`config.mk`:
```
export PLATFORM = sky130hd
export DESIGN_NAME = add_sub_seq_flat
export DESIGN_NICKNAME = d
export VERILOG_FILES = /design/src/rtl/add_sub_seq_if.sv /design/src/rtl/add_sub_seq.sv /design/src/flat_wrapper.sv
export SDC_FILE = /design/constraint.sdc
export NUM_CORES = 1
export LEC_CHECK = 0
export BUFFER_PORTS_ARGS = -buffer_cell sky130_fd_sc_hd__clkbuf_2
export CAP_MARGIN = 20
export CORE_MARGIN = 2
export CORE_UTILIZATION = 55
export DETAILED_ROUTE_END_ITERATION = 10
export PLACE_DENSITY = 0.84
export SYNTH_ARGS = -nofsm -noshare
export SYNTH_HDL_FRONTEND = slang
export SYNTH_SLANG_ARGS = --single-unit
export TNS_END_PERCENT = 50
```
`constraint.sdc`:
```
create_clock -name CLK -period 7.7 [get_ports CLK]
set_input_delay 0.77 -clock CLK [delete_from_list [all_inputs] [get_ports CLK]]
set_output_delay 0.77 -clock CLK [all_outputs]
set_load 0.01 [all_outputs]
```
`src/rtl/add_sub_seq_if.sv`:
```
// add_sub_seq_if: operand/result bundle for the chunk-serial adder.
// master drives the request, slave (the adder) drives status and result.
interface add_sub_seq_if #(
  parameter int width = 16
);
  logic             Start;
  logic             SubEn;
  logic [width-1:0] A;
  logic [width-1:0] B;
  logic             Busy;
  logic             Done;
  logic [width:0]   S;
  logic             Ovf;

  modport master (
    output Start, SubEn, A, B,
    input  Busy, Done, S, Ovf
  );

  modport slave (
    input  Start, SubEn, A, B,
    output Busy, Done, S, Ovf
  );
endinterface

```
`src/rtl/add_sub_seq.sv`:
```
// add_sub_seq: width-bit add/sub computed chunk bits per cycle.
// Overflow logic is built only when ADD_SUB_SEQ_OVF_EN is defined.
module add_sub_seq #(
  parameter int width = 16,
  parameter int chunk = 4
) (
  input logic          CLK,
  input logic          RST,
  add_sub_seq_if.slave bus
);
  localparam int N  = width / chunk;
  localparam int CW = (N > 1) ? $clog2(N) : 1;
  localparam logic [CW-1:0] LAST = CW'(N - 1);

  typedef enum logic {
    IDLE,
    RUN
  } state_t;

  state_t           state_q, state_d;
  logic [CW-1:0]    cnt_q, cnt_d;
  logic [width-1:0] a_q, a_d;
  logic [width-1:0] b_q, b_d;
  logic [width-1:0] acc_q, acc_d;
  logic             carry_q, carry_d;
  logic [width:0]   s_q, s_d;
  logic             done_q, done_d;

  int               base;
  logic [chunk-1:0] a_c;
  logic [chunk-1:0] b_c;
  logic [chunk-1:0] sum_c;
  logic             cout_c;
  logic             last_c;

  // operands are latched, so only the counter picks the active slice
  always_comb begin
    base = int'(cnt_q) * chunk;
    a_c  = a_q[base +: chunk];
    b_c  = b_q[base +: chunk];
    {cout_c, sum_c} = {1'b0, a_c}
                    + {1'b0, b_c}
                    + {{chunk{1'b0}}, carry_q};
    last_c = (state_q == RUN) && (cnt_q == LAST);
  end

  always_comb begin
    state_d = state_q;
    cnt_d   = cnt_q;
    a_d     = a_q;
    b_d     = b_q;
    acc_d   = acc_q;
    carry_d = carry_q;
    s_d     = s_q;
    done_d  = 1'b0;
    unique case (state_q)
      IDLE: begin
        if (bus.Start) begin
          a_d     = bus.A;
          b_d     = bus.B ^ {width{bus.SubEn}};
          carry_d = bus.SubEn;
          cnt_d   = '0;
          state_d = RUN;
        end
      end
      RUN: begin
        acc_d[base +: chunk] = sum_c;
        carry_d = cout_c;
        if (cnt_q == LAST) begin
          s_d     = {cout_c, acc_d};
          done_d  = 1'b1;
          cnt_d   = '0;
          state_d = IDLE;
        end else begin
          cnt_d = cnt_q + 1'b1;
        end
      end
    endcase
  end

  always_ff @(posedge CLK) begin
    if (RST) begin
      state_q <= IDLE;
      cnt_q   <= '0;
      a_q     <= '0;
      b_q     <= '0;
      acc_q   <= '0;
      carry_q <= 1'b0;
      s_q     <= '0;
      done_q  <= 1'b0;
    end else begin
      state_q <= state_d;
      cnt_q   <= cnt_d;
      a_q     <= a_d;
      b_q     <= b_d;
      acc_q   <= acc_d;
      carry_q <= carry_d;
      s_q     <= s_d;
      done_q  <= done_d;
    end
  end

  assign bus.Busy = (state_q == RUN);
  assign bus.Done = done_q;
  assign bus.S    = s_q;

`ifdef ADD_SUB_SEQ_OVF_EN
  logic ovf_q, ovf_d;
  logic msb_cin;

  // carry into the MSB recovered from the top bit of the last chunk
  always_comb begin
    msb_cin = sum_c[chunk-1] ^ a_c[chunk-1] ^ b_c[chunk-1];
    ovf_d   = ovf_q;
    if (last_c) ovf_d = msb_cin ^ cout_c;
  end

  always_ff @(posedge CLK) begin
    if (RST) ovf_q <= 1'b0;
    else     ovf_q <= ovf_d;
  end

  assign bus.Ovf = ovf_q;
`else
  logic unused_last;
  assign unused_last = last_c;
  assign bus.Ovf     = 1'b0;
`endif
endmodule

```
`src/flat_wrapper.sv`:
```
// flat-port wrapper written by rule: the top's interface ports become plain ports
module add_sub_seq_flat 
#(
  parameter int width = 16,
  parameter int chunk = 4
)
  (CLK, RST, bus_Start, bus_SubEn, bus_A, bus_B, bus_Busy, bus_Done, bus_S, bus_Ovf);
  add_sub_seq_if #(.width(width)) bus_i ();
  input logic CLK;
  input logic RST;
  input wire logic [$bits(bus_i.Start)-1:0] bus_Start;
  input wire logic [$bits(bus_i.SubEn)-1:0] bus_SubEn;
  input wire logic [$bits(bus_i.A)-1:0] bus_A;
  input wire logic [$bits(bus_i.B)-1:0] bus_B;
  output wire logic [$bits(bus_i.Busy)-1:0] bus_Busy;
  output wire logic [$bits(bus_i.Done)-1:0] bus_Done;
  output wire logic [$bits(bus_i.S)-1:0] bus_S;
  output wire logic [$bits(bus_i.Ovf)-1:0] bus_Ovf;
  assign bus_i.Start = bus_Start;
  assign bus_i.SubEn = bus_SubEn;
  assign bus_i.A = bus_A;
  assign bus_i.B = bus_B;
  assign bus_Busy = bus_i.Busy;
  assign bus_Done = bus_i.Done;
  assign bus_S = bus_i.S;
  assign bus_Ovf = bus_i.Ovf;
  add_sub_seq #(.width(width), .chunk(chunk)) u_core (.CLK(CLK), .RST(RST), .bus(bus_i));
endmodule
```
==> summary.txt, run 1 <==
Floorplanning
  • Row count: 28
  • # IOs: 56
  • Die W: 81.0 um
  • Die Y: about 81 um
  • Die ar.: approximately 6600 sq um
  • Starting Density: ~56%
  • Placeable Area: around 5800 sq um

STA
  • Setup_tns: 0 ns
  • Tcrit/Tclk final: around 40%
  • Setup Viol. Count Final: 0
  • Clock skew: 0.00451 ns
  • Fmax: 0.322 GHz
  • Final min period: 3.11 ns
  • RSZ-0062 raised after global routing: no
  • Slew headroom: 34.1%
  • Fin. Hold Viols: 0
  • Max Transition Viols Final: 0
  • Hold_ws: 0.449 ns
  • Final WS setup: 4.59 ns
  • Measured slew at the worst slew-check pin: 0.986 ns

Power
  • Clk pwr share: 40.8%
  • Power per Cell Area: 225 nW/um^2
  • Combinational power share: 12.8%
  • Max IR drop VDD: 0.157 mV
  • Register share of total power: 46.5%
  • LEAKAGE: 0.00145 uW
  • Switching share of total power: 24.5%
  • Psw: 204 uW
  • Internal power: 630 uW
  • Overall power: 835 uW

Synthesis
  • Synth warnings: 0
  • Syn nets: 387
  • Mean Syn Cell Area: approximately 9.6 sq um
  • Ys async rst share: 0%
  • Mapped cell area: ~3300 sq um
  • Netlist cell types: 40
  • EDFF count, synth: 0
  • Synth Instances: 340
  • Seq/Total Area, Yosys: 42.9%
  • Ys flop type: dfxtp_1
  • #FFs+latches synth: 70

Cells and area
  • N_diodes: 0
  • Layout fillers: 529
  • Area delta synth->final: 13.5%
  • Core Util, Final: 63.7%
  • Layout cell share with drive strength beyond 1: about 24%
  • # nets final: 424

Clock network
  • Post-CTS Setup Inserts: 0
  • TritonCTS Buffers: 9
  • CTS HTree Levels: 3
  • Hold_buf cts: 0
  • Resized Gates After CTS: 0
  • Sink Count: 70
  • Clock Path Buffers: 2
  • Worst-Skew Late Latency: 0.35 ns
  • TritonCTS clock tree: done
  • Clock Root Buffer: clkbuf_8
  • Worst-path clk slew: roughly 0.070 ns

GRT
  • Initial antenna violation count: 0
  • Vias in the first global route: around 2,400
  • First-pass GRT wire length: between 10,000 and 15,000 um
  • Grt ovf: 0
  • GRT Util Overall: 22.9%
  • Pin count of the biggest net entering global routing: 55

Critical path
  • R2R Setup Slk: 4.59 ns
  • Max FO, Critical Path: 18
  • WP data required: ~8 ns
  • Critical path class: reg2reg
  • CP endpoint kind: flop
  • Critical path startpoint category: flop
  • CP arrival: 3.38 ns

Detailed routing
  • Wire length on met3: 305 um
  • DRT Pass-1 Iters: 4
  • Routed wl met2: 3380 um
  • Metal-1 WL: 2840 um
  • Wire per inst: 14.6 um
  • Iter 0 DRT Violations: about 150
  • Drt drc: 0
  • Top routing layer in use: met4
  • Vias after detailed routing: approximately 2,500
  • Vias per cell: 5.55
  • Post-Route WL: 6670 um
  • ANT nets after route: 0

Status
  • Status: finished, final reports clean

Place
  • Post-place setup slack: 4.66 ns
  • Count of input and output buffers: 54
  • Final weighted congestion in routability-driven placement: 0.839
  • Post-DP HPWL: 4520 um

Job
  • Max Cap Viol: 0

Worst hold path
  • Hold Path Class: reg2reg
[layout by cell type (no fill, tap or decap), types with 4 or more instances in the layout]
| master | n |
|---|---|
| a21oi_1 | 19 |
| clkbuf_8 | 12 |
| nor2_1 | 31 |
| ha_1 | 9 |
| xnor2_1 | 16 |
| inv_1 | 6 |
| a211oi_1 | 14 |
| a32oi_1 | 16 |
| a211oi_2 | 5 |
| mux4_2 | 7 |
| clkbuf_2 | 54 |
| a22oi_1 | 12 |
| o21ai_0 | 10 |
| dfxtp_1 | 70 |
| nand2_1 | 61 |
| o32ai_1 | 4 |
| o31ai_1 | 4 |
[power by group through the flow]
stage,registers [uW],logic [uW],clock network (uW)
final,388,107,340
after global routing,390,119,359
after CTS,390,102,343
after detailed placement,398,101,0
after global placement,397,98.3,0
after floorplan,390,88.5,0
[stage by stage]
step | std cells | instance area, sq um
5_1_grt | 457 | 3700
2_1_floorplan | 340 | 3260
3_3_place_gp | 440 | 3440
4_1_cts | 456 | 3680
3_5_place_dp | 440 | 3440
6_report | 457 | 3700
[critical path: stages, from the launching register on]
cell	delay, ns
dfxtp_1	0.82
mux4_2	0.62
fa_1	0.44
fa_1	0.44
xor2_2	0.36
a32oi_1	0.20
nor2_1	0.15
[final cells by class]
type | instances | area (sq um) | area share (%)
well taps | 75 | 93.8 | 2.53
flip-flops and latches | 70 | 1400 | 37.8
clock buffers | 13 | 169 | 4.56
inverters | 7 | 26.3 | 0.709
multi-input cells | 233 | 1640 | 44.4
clock inverters | 3 | 65.1 | 1.76
repair buffers | 56 | 305 | 8.24
[state kept, by name, indices dropped and copies added, names as in the netlist]
name	cells
u_core.cnt_q	2
u_core.b_q	16
u_core.carry_q	1
u_core.acc_q	16
u_core.bus.Busy	1
u_core.bus.S	17
u_core.a_q	16
u_core.bus.Done	1
[synthesized netlist by cell type (2+ instances only)]
library cell  number  area [sq um]
o31ai_1            4          30.0
xnor2_1           16           140
o32ai_1            4          35.0
nand2_1           61           229
a211oi_1          14           105
mux4_2             7           158
ha_1               9           113
fa_1               2          40.0
a22oi_1           12          90.1
inv_1              6          22.5
buf_6              5          56.3
a32oi_1           16           140
dfxtp_1           70          1400
nor2_1            31           116
o21ai_1            3          15.0
a211oi_2           5          62.6
a21oi_1           19          95.1
nor3b_1            2          15.0
buf_2              7          35.0
clkbuf_1           9          33.8
and4bb_2           2          25.0
buf_4              9          67.6
o21ai_0           10          50.1
[path summary, 6_finish.rpt]
check | start | to | cells past startpoint
max | u_core.cnt_q[0]$_SDFFE_PP0P_ | u_core.acc_q[6]$_SDFFE_PP0P_ | 6
min | u_core.bus.S[14]$_SDFFE_PP0P_ | u_core.bus.S[14]$_SDFFE_PP0P_ | 2
max reg2reg | u_core.cnt_q[0]$_SDFFE_PP0P_ | u_core.acc_q[6]$_SDFFE_PP0P_ | 6
min reg2reg | u_core.bus.S[14]$_SDFFE_PP0P_ | u_core.bus.S[14]$_SDFFE_PP0P_ | 2
[cell families (layout without fill, tap and decap cells)]
logic type,after synthesis,in the layout,synth area share [%]
xor gates and xnor gates,17,17,4.79
AOI/OAI and AO/OA,91,91,20.4
DFF,70,70,42.9
muxes,8,8,5.64
other,1,1,0.115
buffers and inverters,37,79,6.71
adders and majority gates,11,11,4.68
and+or+nand+nor,105,105,14.7
[layer usage]
metal | global-route usage (%) | up-vias
met5 | 0 | -
met4 | 12.2 | 0
met3 | 5.44 | 15
met2 | 37.2 | 68
met1 | 28.2 | 1166
li1 | - | 1286
No activity file was read; power rests on OpenSTA's default activity.
==> inputs of run 2 (changes only) <==
--- a/config.mk
+++ b/config.mk
@@ -5,12 +5,13 @@
 export SDC_FILE = /design/constraint.sdc
 export NUM_CORES = 1
 export LEC_CHECK = 0
+export ABC_AREA = 1
 export BUFFER_PORTS_ARGS = -buffer_cell sky130_fd_sc_hd__clkbuf_2
 export CAP_MARGIN = 20
 export CORE_MARGIN = 2
-export CORE_UTILIZATION = 55
+export CORE_UTILIZATION = 50
 export DETAILED_ROUTE_END_ITERATION = 10
-export PLACE_DENSITY = 0.84
+export PLACE_DENSITY = 0.81
 export SYNTH_ARGS = -nofsm -noshare
 export SYNTH_HDL_FRONTEND = slang
 export SYNTH_SLANG_ARGS = --single-unit
==> constraint.sdc (replaced) <==
create_clock -name CLK -period 2.83 [get_ports CLK]
set_input_delay 0.283 -clock CLK [delete_from_list [all_inputs] [get_ports CLK]]
set_output_delay 0.283 -clock CLK [all_outputs]
set_load 0.01 [all_outputs]
==> run 2 against run 1 <==
Against the previous run:
- wire length grew 5.2%
- cell area grew 0.27%
- critical path depth grew 6
- combinational power grew to 3.5 times the previous value
- synthesized area grew 0.27%
- synthesized cell count grew 25%
- via count grew 15%
- setup slack lost 4.2 ns
- power grew to 2.6 times the previous value
- cell count grew 21%
- non-clock buffer count grew 4
==> summary.txt, run 2 <==
Critical path
  • WP depth: 12
  • Slowest CP cell: dfxtp_2
  • R2R depth: 12
  • CP peak stage delay: 0.45 ns
  • WP data required: 3.13 ns
  • Critical path class: reg2reg
  • Family with the most delay on the worst path: adder cells
  • Critical-path cell list: clkinvlp_4 > o21ai_0 > o22ai_1 > fa_1 > fa_1 > xor2_1 > nand2_1 > nor2_2 > nand2_1 > nand3_1 > nand2_1 > inv_1
  • CP arrival: ~2.8 ns
  • CP endpoint kind: flop
  • Buffers and inverters on the worst path: 2
  • Crit path top cell by count: nand2_1
  • Max FO, Critical Path: 11
  • Critical path startpoint category: flop

Clock network
  • Clock Path Buffers: 2
  • Sink Count: 70
  • Worst-path clk slew: 0.07 ns
  • TritonCTS clock tree: done
  • Clock Root Buffer: clkbuf_8
  • Hold_buf cts: 0
  • CTS HTree Levels: 3
  • Worst-Skew Late Latency: between 0.3 and 0.4 ns
  • TritonCTS Buffers: 9

Floorplanning
  • Die W: 84.9 um
  • Row count: 29
  • Starting Density: about half
  • Die Y: approximately 85 um
  • Die ar.: 7210 sq um
  • Placeable Area: around 6300 sq um
  • # IOs: between 50 and 60

Place
  • Placed Instances: 533
  • Count of input and output buffers: 54
  • Final weighted congestion in routability-driven placement: 0.834
  • Post-DP HPWL: 4940 um

STA
  • Final min period: between 2 and 2.5 ns
  • Clock skew: ~0.0075 ns
  • Setup_tns: 0 ns
  • Max Transition Viols Final: 0
  • Setup Viol. Count Final: 0
  • Slew headroom: 42.4%
  • RSZ-0062 raised after global routing: no
  • Fmax: 0.407 GHz
  • Tcrit/Tclk final: 86.9%
  • Measured slew at the worst slew-check pin: 0.861 ns
  • Fin. Hold Viols: 0

Detailed routing
  • Wire length on met3: 357 um
  • Top routing layer in use: met4
  • Drt drc: 0
  • Post-Route WL: 7020 um
  • Wire per inst: 12.7 um
  • Vias after detailed routing: 2,927
  • DRT Pass-1 Iters: 4
  • Iter 0 DRT Violations: 138
  • ANT nets after route: 0
  • Vias per cell: roughly 5.3
  • Metal-1 WL: 3120 um
  • Routed wl met2: 3400 um

GRT
  • Vias in the first global route: 2,680
  • GRT Util Overall: 20.7%
  • First-pass GRT wire length: 11,800 um
  • Pin count of the biggest net entering global routing: 51
  • Initial antenna violation count: 0
  • Grt ovf: 0

Synthesis
  • Top cell type's share of synthesized area: a little over two fifths
  • Most frequent cell after synthesis: dfxtp_1
  • Synth area leaders: dfxtp_1 43%, o21ai_0 10%, nor2_1 7.2%
  • Synth Instances: 425
  • Mapped cell area: 3270 sq um
  • Synth warnings: 0
  • #FFs+latches synth: 70
  • Seq/Total Area, Yosys: 42.8%
  • Ys async rst share: 0%
  • Syn nets: around 470
  • Commonest cells post-synth: 70 x dfxtp_1, 66 x o21ai_0, 63 x nor2_1
  • Mean Syn Cell Area: ~7.7 sq um
  • Ys flop type: dfxtp_1
  • Yosys top cell by area: dfxtp_1
  • EDFF count, synth: 0
  • Netlist cell types: 31

Cells and area
  • Area delta synth->final: 13.5%
  • Max FFs per register: 17
  • Post-Layout Cell Count: 551
  • Highest-count cells in the layout ignoring fill and taps: 69 x dfxtp_1, 66 x o21ai_0, 63 x nor2_1
  • # nets final: 518
  • Commonest non-fill, non-tap cell in the layout: dfxtp_1
  • N_diodes: 0
  • Layout cell share with drive strength beyond 1: 18.1%

Worst hold path
  • WHS Path Cells: 3
  • Hold Path Class: in2reg

Status
  • Status: finished, final reports clean

Power
  • Power per Cell Area: 585 nW/um^2
  • Max IR drop VDD: roughly 0.36 mV
  • LEAKAGE: around 0.0017 uW

Job
  • Max Cap Viol: 0
run 2: changes by cell type after synthesis, moves of 9 or more:
cell,change
nor2_1,+32
a22o_1,+9
a21oi_1,+11
inv_1,+35
nand2_1,-18
o22ai_1,+13
a211oi_1,-14
o21ai_0,+56
a22oi_1,-12
nand3_1,+10
a32oi_1,-16
run 2: path summary, 6_finish.rpt:
check / from / end / slack (ns)
worst max-delay path: u_core.cnt_q[1]$_SDFFE_PP0P_ / u_core.acc_q[14]$_SDFFE_PP0P_ / 0.37
worst min-delay path: bus_A[15] / u_core.a_q[15]$_SDFFE_PP0P_ / 0.16
worst max register to register: u_core.cnt_q[1]$_SDFFE_PP0P_ / u_core.acc_q[14]$_SDFFE_PP0P_ / 0.37
worst min register to register: u_core.bus.S[16]$_SDFFE_PP0P_ / u_core.bus.S[16]$_SDFFE_PP0P_ / 0.45
run 2: what timing repair did:
action                                  in CTS  in global routing
setup buffers                                0                  4
gates resized for setup                      0                  2
endpoints found under the setup margin       0                  6
run 2: metal layers:
layer / vias to the layer above / GRT usage (%)
met2: 73 / 33.6
met3: 11 / 7.68
met5: - / 0
li1: 1489 / -
met4: 0 / 7.22
met1: 1354 / 25.3
run 2: worst min-delay path, stage by stage:
cell and delay [ns]:
clkbuf_2 0.07, nor2_1 0.03, nor2_1 0.08
run 2: through the flow:
step                      total power, uW  cell area (sq um)  util [%]  setup WS, ns  hold WS [ns]
after floorplan                      1380               3270         -         0.416         0.418
after global placement               1460               3500      55.2         0.370         0.436
after detailed placement             1470               3500      55.2         0.275         0.441
after CTS                            2190               3680      57.9         0.262         0.143
after global routing                 2290               3710      58.5         0.147         0.155
final                                2170               3710      58.5         0.371         0.157
run 2: logic make-up (layout without fill, tap and decap cells):
logic type | Yosys count | count (layout) | synth area share, %
buffers and inverters | 72 | 121 | 10.2
DFF | 70 | 70 | 42.8
xor gates and xnor gates | 17 | 17 | 4.55
adders and majority gates | 11 | 11 | 4.67
and+or+nand+nor | 126 | 126 | 16.2
AOI/OAI and AO/OA | 128 | 128 | 21.5
other | 1 | 1 | 0.115
run 2: power by group:
group	switching [uW]	internal, uW	total (uW)	leakage, uW
Combinational	232	142	375	0.00108
Clock	337	379	716	0.0000914
Sequential	34.2	1050	1080	0.000576
run 2: layout make-up:
type | count | area (sq um)
multi-input combinational | 283 | 1540
clock buffer | 13 | 169
sequential | 70 | 1400
tap | 77 | 96.3
clock inverter | 1 | 5.00
fill | 598 | 2640
inverter | 47 | 188
timing repair buffer | 60 | 315
